### src/rtl/btn_pkg.sv
// Shared types and helpers for the push-button debouncer.
// The debounce FSM state encoding lives here so that sub-blocks and checkers agree on it.
package btn_pkg;

    localparam int unsigned STATE_W = 2;

    typedef enum logic [STATE_W-1:0] {
        REL_STABLE = 2'd0,
        PRESS_PEND = 2'd1,
        PRS_STABLE = 2'd2,
        REL_PEND   = 2'd3
    } btn_state_e;

    // Counter width able to hold 0..n-1, never narrower than one bit.
    function automatic int unsigned cnt_width(input int unsigned n);
        if (n > 32'd1) begin
            return $clog2(n);
        end else begin
            return 32'd1;
        end
    endfunction

    function automatic int unsigned max_u(input int unsigned a, input int unsigned b);
        if (a > b) begin
            return a;
        end else begin
            return b;
        end
    endfunction

endpackage

### src/rtl/btn_sync.sv
// Metastability synchroniser for one asynchronous pin: STAGES-deep flop chain.
// Reset loads RST_VAL so the chain starts at the pin's idle level.
module btn_sync #(
    parameter int unsigned STAGES  = 2,
    parameter logic        RST_VAL = 1'b0
) (
    input  logic clk,
    input  logic rst,
    input  logic d,
    output logic q
);

    logic [STAGES-1:0] sync_q;
    logic [STAGES-1:0] sync_d;

    // Shift the raw pin in at bit 0.
    always_comb begin
        sync_d = {sync_q[STAGES-2:0], d};
    end

    // Synchroniser chain register.
    always_ff @(posedge clk or posedge rst) begin
        if (rst) begin
            sync_q <= {STAGES{RST_VAL}};
        end else begin
            sync_q <= sync_d;
        end
    end

    assign q = sync_q[STAGES-1];

endmodule

### src/rtl/btn_debounce_counter.sv
// Button conditioner: synchroniser, debounce FSM, press/release strobes and a wrapping press counter.
// Optional auto-repeat while held is compiled in when BTN_AUTOREPEAT_EN is defined.
module btn_debounce_counter
    import btn_pkg::*;
#(
    parameter int unsigned SYNC_STAGES    = 2,
    parameter int unsigned DEB_CYCLES     = 240000,
    parameter int unsigned BTN_ACTIVE_LOW = 1,
    parameter int unsigned COUNT_W        = 8,
    parameter int unsigned REPEAT_DELAY   = 6000000,
    parameter int unsigned REPEAT_PERIOD  = 1200000
) (
    input  logic               clk,
    input  logic               rst,
    input  logic               btn_in,
    output logic               btn_level,
    output logic               btn_press,
    output logic               btn_release,
    output logic [COUNT_W-1:0] press_count
);

    localparam int unsigned        CNT_W    = cnt_width(DEB_CYCLES);
    localparam logic [CNT_W-1:0]   CNT_LAST = CNT_W'(DEB_CYCLES - 32'd1);
    localparam logic               PIN_IDLE = (BTN_ACTIVE_LOW != 32'd0) ? 1'b1 : 1'b0;

    if (SYNC_STAGES < 32'd2) begin : g_bad_sync
        $error("btn_debounce_counter: SYNC_STAGES must be at least 2");
    end
    if (DEB_CYCLES < 32'd1 || REPEAT_DELAY < 32'd1 || REPEAT_PERIOD < 32'd1) begin : g_bad_timing
        $error("btn_debounce_counter: DEB_CYCLES and REPEAT_* must be at least 1");
    end

    logic               pin_sync_s;
    logic               btn_s;
    btn_state_e         state_q, state_d;
    logic [CNT_W-1:0]   cnt_q, cnt_d;
    logic               level_q, level_d;
    logic               press_q, press_d;
    logic               release_q, release_d;
    logic [COUNT_W-1:0] count_q, count_d;

`ifdef BTN_AUTOREPEAT_EN
    localparam int unsigned      RPT_W      = cnt_width(max_u(REPEAT_DELAY, REPEAT_PERIOD));
    localparam logic [RPT_W-1:0] RPT_FIRST  = RPT_W'(REPEAT_DELAY - 32'd1);
    localparam logic [RPT_W-1:0] RPT_NEXT   = RPT_W'(REPEAT_PERIOD - 32'd1);
    logic [RPT_W-1:0]            rpt_q, rpt_d;
    logic                        rpt_first_q, rpt_first_d;
`endif

    btn_sync #(
        .STAGES  (SYNC_STAGES),
        .RST_VAL (PIN_IDLE)
    ) u_sync (
        .clk (clk),
        .rst (rst),
        .d   (btn_in),
        .q   (pin_sync_s)
    );

    // Normalise so that 1 always means pressed.
    assign btn_s = pin_sync_s ^ PIN_IDLE;

    // Debounce FSM next-state, strobes, press counter and repeat timer.
    always_comb begin
        state_d   = state_q;
        cnt_d     = cnt_q;
        level_d   = level_q;
        press_d   = 1'b0;
        release_d = 1'b0;
        count_d   = count_q;
`ifdef BTN_AUTOREPEAT_EN
        rpt_d       = rpt_q;
        rpt_first_d = rpt_first_q;
`endif
        case (state_q)
            REL_STABLE: begin
                if (btn_s) begin
                    state_d = PRESS_PEND;
                    cnt_d   = '0;
                end else begin
                    state_d = REL_STABLE;
                end
            end
            PRESS_PEND: begin
                if (!btn_s) begin
                    state_d = REL_STABLE;
                end else if (cnt_q == CNT_LAST) begin
                    state_d = PRS_STABLE;
                    level_d = 1'b1;
                    press_d = 1'b1;
                    count_d = count_q + COUNT_W'(1);
`ifdef BTN_AUTOREPEAT_EN
                    rpt_d       = '0;
                    rpt_first_d = 1'b1;
`endif
                end else begin
                    cnt_d = cnt_q + CNT_W'(1);
                end
            end
            PRS_STABLE: begin
                if (!btn_s) begin
                    state_d = REL_PEND;
                    cnt_d   = '0;
`ifdef BTN_AUTOREPEAT_EN
                end else if (rpt_q == (rpt_first_q ? RPT_FIRST : RPT_NEXT)) begin
                    press_d     = 1'b1;
                    count_d     = count_q + COUNT_W'(1);
                    rpt_d       = '0;
                    rpt_first_d = 1'b0;
                end else begin
                    rpt_d = rpt_q + RPT_W'(1);
                end
`else
                end else begin
                    state_d = PRS_STABLE;
                end
`endif
            end
            REL_PEND: begin
                if (btn_s) begin
                    // Release rejected as bounce: the hold time restarts from zero.
                    state_d = PRS_STABLE;
`ifdef BTN_AUTOREPEAT_EN
                    rpt_d       = '0;
                    rpt_first_d = 1'b1;
`endif
                end else if (cnt_q == CNT_LAST) begin
                    state_d   = REL_STABLE;
                    level_d   = 1'b0;
                    release_d = 1'b1;
                end else begin
                    cnt_d = cnt_q + CNT_W'(1);
                end
            end
            default: begin
                state_d = REL_STABLE;
                cnt_d   = '0;
                level_d = 1'b0;
            end
        endcase
    end

    // State, counters and registered outputs.
    always_ff @(posedge clk or posedge rst) begin
        if (rst) begin
            state_q   <= REL_STABLE;
            cnt_q     <= '0;
            level_q   <= 1'b0;
            press_q   <= 1'b0;
            release_q <= 1'b0;
            count_q   <= '0;
`ifdef BTN_AUTOREPEAT_EN
            rpt_q       <= '0;
            rpt_first_q <= 1'b1;
`endif
        end else begin
            state_q   <= state_d;
            cnt_q     <= cnt_d;
            level_q   <= level_d;
            press_q   <= press_d;
            release_q <= release_d;
            count_q   <= count_d;
`ifdef BTN_AUTOREPEAT_EN
            rpt_q       <= rpt_d;
            rpt_first_q <= rpt_first_d;
`endif
        end
    end

    assign btn_level   = level_q;
    assign btn_press   = press_q;
    assign btn_release = release_q;
    assign press_count = count_q;

endmodule

### config.mk
export PLATFORM = sky130hd
export DESIGN_NAME = btn_debounce_counter
export DESIGN_NICKNAME = d
export VERILOG_FILES = /design/src/rtl/btn_pkg.sv /design/src/rtl/btn_sync.sv /design/src/rtl/btn_debounce_counter.sv
export SDC_FILE = /design/constraint.sdc
export NUM_CORES = 1
export LEC_CHECK = 0
export ABC_CLOCK_PERIOD_IN_PS = 2400
export CAP_MARGIN = 20
export CORE_UTILIZATION = 57
export CTS_CLUSTER_DIAMETER = 120
export DETAILED_ROUTE_END_ITERATION = 8
export PLACE_DENSITY = 0.78
export SYNTH_ARGS = -nofsm -noshare
export SYNTH_HDL_FRONTEND = slang
export SYNTH_SLANG_ARGS = --single-unit
### constraint.sdc
create_clock -name clk -period 2.4 [get_ports clk]
set_input_delay 0.48 -clock clk [delete_from_list [all_inputs] [get_ports clk]]
set_output_delay 0.48 -clock clk [all_outputs]
set_load 0.05 [all_outputs]
==> results list, run 1 <==
- Status: completed
* Setup TNS Final: 0 ps
- After clock tree synthesis, the flow added hold-fix buffers numbering 0.
* Synthesized flop and latch total: 33
* Post-synthesis instance area: approximately 1700 sq um
- Mapped Nets: 184
- Commonest cells post-synth: 31 x dfrtp_1, 23 x nand2_1, 16 x nor2_1
- After technology mapping, the gate count stands at 179.
- FILL cells: 227
* Worst-case clock skew: between 7 and 8 ps
- Detailed-routing iteration count for the pre-antenna-repair pass: 4
- Number of warning messages in the yosys log: 0
- Most instantiated flip-flop cell in the synthesis netlist: dfrtp_1
- Setup repair after global routing left no endpoint under its margin.
- For the pin with the worst max-slew slack, the measured transition is 504 ps.
- For this run, the post-layout net count is about 200.
* Number of antenna violations at the first check in global routing: 0
* Count of distinct cell types in the synthesized netlist: 39
- Tot GR Track Use: around 24%
* Number of placement rows: 19
- Remaining Overflow, GRT: 0
- Number of flops mapped to enable cells by yosys: 0
* Standard cell with the maximum stage delay on the critical path: clkdlybuf4s50_1
- PortBufs: 13
* Routed vias/inst: roughly 6
- Worst min-delay path category: reg -> reg
* Final GP Congestion: between 0.8 and 0.9
* Cell taking the most area after synthesis: dfrtp_1
- STA classifies the critical path endpoint as a primary output.
- In the synthesized netlist the async set-or-reset flop fraction comes to 100%.
* Initial cell density of the core: 61.4%
* Mean area per synthesized cell: a little under 10 sq um
- Relative to the synthesized area, the layout overhead comes to 11.2%.
- The HPWL after detailed placement is 2540 um.
- The hold violation count in the final report was 0.
* Crit path buf inv count: 1
- At the worst endpoint, the arrival time is approximately 1600 ps.
* Overall die width: between 50 and 60 um
- Setup Crit Path Kind: reg -> out
- By area the synthesized netlist is led by dfrtp_1 45%, xnor2_1 5.5%, nand2_1 5.0%.
- Setup violations remaining at the end of the flow were counted as 0.
* Share of synthesized area occupied by flip-flops and latches: a little under half
* Chain of cells forming the critical path: clkdlybuf4s50_1
* Fraction of synthesized cell area taken by the top area cell type: between 40% and 50%
- In the finished design, the share of the clock period the worst path needs comes to between 80% and 90%.
* Clk_lat worst skew: roughly 340 ps
- Dividing the detail-routed wire length by the instance count gives roughly 15 um.
* Starting DRT DRC Count: between 50 and 60
- Counting the buffers created by CTS gives 5.
* Worst-case hold slack: approximately 360 ps
- For this design the top-level I/O count stands at 14.
- Antenna diode instance count: 0
- Post-route total power: approximately 0.00095 W
* Die area: around 3300 sq um
* Clk sink count: 33
- Fmax: 0.475 GHz
- Family with the most delay on the worst path: buffers and inverters
- IR analysis of the VDD net gives a maximum drop of between 0.3 and 0.4 mV.
* Clock slew seen by the registers of the worst setup and hold paths: ~100 ps
- In this run the clock root is driven by a clkbuf_4.
- In this run the standard cell core region covers about 2800 sq um.
- Total via count after detailed routing: 1,390
- Once the clock tree was built, the setup fixing pass inserted 0 buffers.
- Crit path required time: between 1500 and 2000 ps
- Global-route wire length before repair: a little under 6000 um
- Top-count cell post-synth: dfrtp_1
- Die outline height: about 57 um
- No sink is reached through more buffers than the 2 on the longest clock path.
- The number of global-route vias before repair came to around 1,300.
- Remaining design rule violation count: 0
- Summed over all cells, the static leakage comes to between 0.8 and 0.9 nW.
* Maximum fanout along the worst path: 6
- STA classifies the critical path startpoint as a flop.
* CTS H-Tree Depth: 2
- TritonCTS clock tree: done
- Clock period minus final worst setup slack: between 2000 and 2500 ps
- Cells with a size suffix above 1 make up approximately a tenth of the layout.
* Pin count of the biggest net entering global routing: 23
- Worst slew margin relative to its limit: approximately two thirds
* Largest stage delay on the critical path: approximately 840 ps
* Count of instances resized after the clock tree is built: 0
* Number of nets with antenna violations after detailed routing: 0
* Wire length after detailed routing: roughly 3400 um
- Power per cell area: 490 nW/um^2
- Max-slew violation total from the final report: 0
- Max-cap violations in this run came to 0.
==> flip-flops by register name (all words and copies together), names as in the netlist, named ones only <==
name,count
btn_level,1
btn_release,1
press_count,8
u_sync.sync_q,2
state_q,1
cnt_q,18
btn_press,1
==> logic make-up after synthesis <==
group / count (synthesis) / synth area share [%]
flip-flops: 33 / 47.7
XOR/XNOR: 15 / 7.56
AND/OR/NAND/NOR: 91 / 28.7
adder cells (fa/ha/maj): 2 / 1.44
multiplexers: 1 / 0.648
buffers and inverters: 10 / 3.89
AO/OA/AOI/OAI: 27 / 10.0
==> power breakdown <==
group	switching, W	internal [W]
clock network	0.000186	0.000111
logic	0.0000385	0.0000233
registers	0.0000187	0.000569
total	0.000243	0.000704
==> worst paths after layout <==
path                       slack [ps]          endpoint        startpoint  cells past startpoint
max                               290    press_count[0]    press_count[0]                      1
max reg2reg                       440    press_count[1]          cnt_q[0]                      5
min                               360  u_sync.sync_q[1]  u_sync.sync_q[0]                      0
min in group asynchronous         420         cnt_q[15]               rst                      2
min reg2reg                       360  u_sync.sync_q[1]  u_sync.sync_q[0]                      0
max in group asynchronous        1350          cnt_q[3]               rst                      3
==> layout by cell type, fill, tap and decap left out, drive strengths merged, types with 6 or more instances in the layout <==
cell type / synthesis / routed
nor2: 16 / 16
nand4: 11 / 11
clkdlybuf4s50: 0 / 13
nand2: 23 / 23
a21oi: 6 / 6
xnor2: 11 / 11
dfrtp: 31 / 31
and3: 6 / 6
o21ai: 6 / 6
nand3: 13 / 13
nor3: 6 / 6
clkbuf: 5 / 6
==> layout make-up <==
| type | instances | area [sq um] | share of cell area, % |
|---|---|---|---|
| multi-input cells | 136 | 841 | 43.6 |
| clock inverters | 2 | 10.0 | 0.518 |
| inverters | 3 | 11.3 | 0.583 |
| flip-flops and latches | 33 | 828 | 42.9 |
| clock buffers | 6 | 41.3 | 2.14 |
| repair buffers | 17 | 160 | 8.30 |
| well taps | 31 | 38.8 | 2.01 |
==> per-layer routing <==
metal / GRT usage, % / vias to the layer above / part of all wire (%)
li1: - / 675 / -
met4: 13.6 / 0 / 2.4
met2: 37.3 / 35 / 48
met3: 4.76 / 10 / 5.0
met5: 0 / - / 0
met1: 32.6 / 670 / 45
==> stage by stage <==
step | area [sq um] | std cells | setup WS, ps | util [%]
finish | 1930 | 228 | 293 | 68.2
detailed placement | 1880 | 220 | 454 | 66.4
floorplan | 1740 | 179 | 643 | -
CTS | 1930 | 228 | 276 | 68.2
global placement | 1880 | 220 | 537 | 66.4
global route | 1930 | 228 | 219 | 68.2
Power figures use the tool's default switching activity.
==> run 2, diff against run 1 <==
Settings changed: ABC_AREA set to 1, CORE_UTILIZATION 57 to 58, PLACE_DENSITY 0.78 to 0.79.
==> run 2 against run 1 <==
Global-route usage up 0.78 points. Clock power up 5%. Clock-buffer cell count down 1. First-iteration DRC count up 140%. Wire length up 16%. Worst hold slack better by 1.5 ps. Final area up 15%. Sequential power down 0.7%. Highest routed layer unchanged. Clock skew up 9.4 ps.
==> results list, run 2 <==
- Clk sink count: 33 (unchanged)
- The count of hold buffers inserted by post-cts repair was 0 (unchanged).
* Fraction of synthesized cell area taken by the top area cell type: 39.3% (-5.3 points)
* Max-slew violation total from the final report: 0 (unchanged)
- The number of setup buffers added after CTS is 0 (unchanged).
* TritonCTS clock tree: done
- Most instantiated flip-flop cell in the synthesis netlist: dfrtp_1
* Crit path required time: 1920 ps (about the same)
- The number of port buffers is 13 (unchanged).
* Post-synthesis instance area: 1970 sq um (+14%)
- The flip-flop and latch count after synthesis was 33 (unchanged).
- The number of global-route vias before repair was 1,480 (+12%).
* Worst hold path stage count: 0 (unchanged)
* Final net count: 282 (+40%)
- Starting DRT DRC Count: 139 (+140%)
- The initial antenna violation count came to 0 (unchanged).
* Per-cell routed wire length: 12.3 um (-18%)
- The diode insertion count for antenna repair is 0 (unchanged).
* Max FFs per register: 18 (unchanged)
- The die outline area is 3640 sq um (+11%).
* Mapped Nets: 263 (+43%)
- Fraction of final layout cells sized beyond drive strength 1: 9.35% (-1.3 points)
- The first-pass detailed-route iteration total is 4 (unchanged).
- Final number of setup-violating endpoints: 0 (unchanged)
* Clock period minus final worst setup slack: 2110 ps (+7.05 ps)
- Endpoint kind of the worst setup timing path: primary output
- Setup TNS Final: 0 ps (unchanged)
- The number of enable-type register cells in the synthesized netlist is 0 (unchanged).
* Worst slew margin relative to its limit: 62.9% (-3.4 points)
- Family with the most delay on the worst path: buffers and inverters
- Setup repair after global routing left no endpoint under its margin.
* Die outline height: 60.3 um (+5.4%)
- Worst voltage drop across the vdd grid: 0.325 mV (-16%)
* Tot GR Track Use: 25.1% (+0.78 points)
* Setup Crit Path Kind: reg -> out
- The arrival time of the worst setup path came to 1630 ps (about the same).
- Detailed-placement wirelength estimate: 2870 um (+13%)
- CTS root buf: clkbuf_4
* Top cells by area in the synthesized netlist: dfrtp_1 39%, nand2_1 17%, nor2_1 5.5%
- The sequential fraction of the synthesis area is 42.0% (-5.7 points).
* Total via count after detailed routing: 1,722 (+24%)
* Number of warning messages in the yosys log: 0 (unchanged)
- By instance count, the leading cell after synthesis is nand2_1.
- Remaining design rule violation count: 0 (unchanged)
- The final routed wirelength across all metal layers is 3960 um (+16%).
* Number of buffers inserted during clock tree synthesis: 5 (unchanged)
- The delay of the slowest cell on the worst path was 840 ps (about the same).
- R2R depth: 8 (+3)
- The number of gates resized after CTS came to 0 (unchanged).
- Pin count of the biggest net entering global routing: 25 (+8.7%)
- The placer congestion estimate is 0.886 (-0.32%).
- The standard cell core area was 3130 sq um (+11%).
* Routed vias/inst: 5.35 (-12%)
* Chain of cells forming the critical path: clkdlybuf4s50_1
- The number of top-level design ports was 14 (unchanged).
- The transition time at the pin with the least slew margin was 556 ps (+52.5 ps).
* Mean area per synthesized cell: 7.64 sq um (-21%)
- Maximum fanout along the worst path: 6 (unchanged)
* Worst setup SP type: flop
- The worst clock skew was 16.4 ps (+9.37 ps).
- Leakage power: 1.02 nW (+20%)
* Max-capacitance violation count: 0 (unchanged)
- The worst path buffer plus inverter count is 1 (unchanged).
* Clock slew seen by the registers of the worst setup and hold paths: 100 ps (about the same)
- The sum of overflow across all layers after global routing came to 0 (unchanged).
* Capture endpoint of the worst hold path: u_sync.sync_q[1]
- Number of standard cells after synthesis: 258 (+44%)
- The wire length of the first global-routing pass came to 6580 um (+11%).
- Final critical-path share of the clock period: 88.1% (+0.29 points)
- By count the netlist is led by 87 x nand2_1, 31 x dfrtp_1, 29 x nor2_1.
* Final number of hold-violating endpoints: 0 (unchanged)
* Min-delay src: u_sync.sync_q[0]
- Among all stages on the critical path, the largest delay is contributed by clkdlybuf4s50_1.
- Overall die width: 60.3 um (+5.4%)
- Area growth syn-to-layout: 12.4%
- The later-pin clock latency in the skew report is 350 ps (about the same).
- The fmax is 0.473 GHz (-0.33%).
- The flow ran to the end, and the final reports show no timing, DRC or antenna violations.
- Fraction of registers with async set/reset: 100% (unchanged)
- Largest register by flop count: cnt_q
- Number of nets with antenna violations after detailed routing: 0 (unchanged)
- Leaving out fill and tap cells, the most frequent cell in the layout is nand2_1.
- Initial cell density of the core: 63.0% (+1.7 points)
- The total power is 0.000981 W (+3.6%).
- Top library cells by usage in the layout, fill and taps aside: 87 x nand2_1, 31 x dfrtp_1, 29 x nor2_1
- Count of distinct cell types in the synthesized netlist: 30 (-23%)
- Startpoint of the worst-slack reg-to-reg timing path: cnt_q[0]
- In this run the critical register-to-register path is captured at press_count[0].
* Power per cell area: 443 nW/um^2 (-9.7%)
- The H-tree depth reported by CTS was 2 (unchanged).
- The register-to-register path setup slack is 560 ps (+120 ps).
- Cell taking the most area after synthesis: dfrtp_1
* Number of placement rows: 20 (+1)
- Worst min-delay path category: reg -> reg
- Buffers from clock root to sink, at most: 2 (unchanged)
## run 2: layout make-up
class	count	area (sq um)
sequential	33	828
fill	252	912
multi-input combinational	198	1030
tap	44	55.1
inverter	23	86.3
clock inverter	3	17.5
timing repair buffer	16	165
clock buffer	5	37.5
## run 2: metal layers
layer | wire length [um] | track usage, % | part of all wire [%] | vias up
met5 | 0 | 0 | 0 | -
met4 | 81 | 10.6 | 2.0 | 0
met3 | 176 | 6.71 | 4.4 | 11
met2 | 1790 | 37.2 | 45 | 42
met1 | 1920 | 34.6 | 48 | 799
li1 | - | - | - | 870
## run 2: cell families after synthesis
| kind of cell | share of synthesized area [%] |
|---|---|
| simple gates | 40.2 |
| buf+inv | 5.96 |
| flops | 42.0 |
| xor+xnor | 6.66 |
| compound gates | 3.87 |
| fa+ha+maj | 1.27 |
## run 2: worst max path at each step
stage                               from        endpoint  cells past startpoint
final                     press_count[5]  press_count[5]                      1
after global routing      press_count[0]  press_count[0]                      1
after CTS                 press_count[6]  press_count[6]                      1
after detailed placement        cnt_q[0]  press_count[0]                      8
after global placement          cnt_q[0]  press_count[6]                      8
after floorplan                 cnt_q[0]  press_count[6]                      8
## run 2: per-stage QoR
| step | setup slack, ps | instance area [sq um] | hold WS, ps | std cells | utilization [%] |
|---|---|---|---|---|---|
| 2_1_floorplan | 820 | 1970 | 345 | 258 | - |
| 3_3_place_gp | 606 | 2160 | 346 | 314 | 69.1 |
| 3_5_place_dp | 572 | 2160 | 349 | 314 | 69.1 |
| 4_1_cts | 266 | 2220 | 364 | 322 | 70.8 |
| 5_1_grt | 211 | 2220 | 371 | 322 | 70.8 |
| 6_report | 286 | 2220 | 363 | 322 | 70.8 |
## run 2: report_power, final
group          internal [W]  switching (W)   total, W
Sequential         0.000569      0.0000148   0.000584
Clock              0.000110       0.000202   0.000312
Combinational     0.0000247      0.0000600  0.0000847
Total              0.000704       0.000277   0.000981
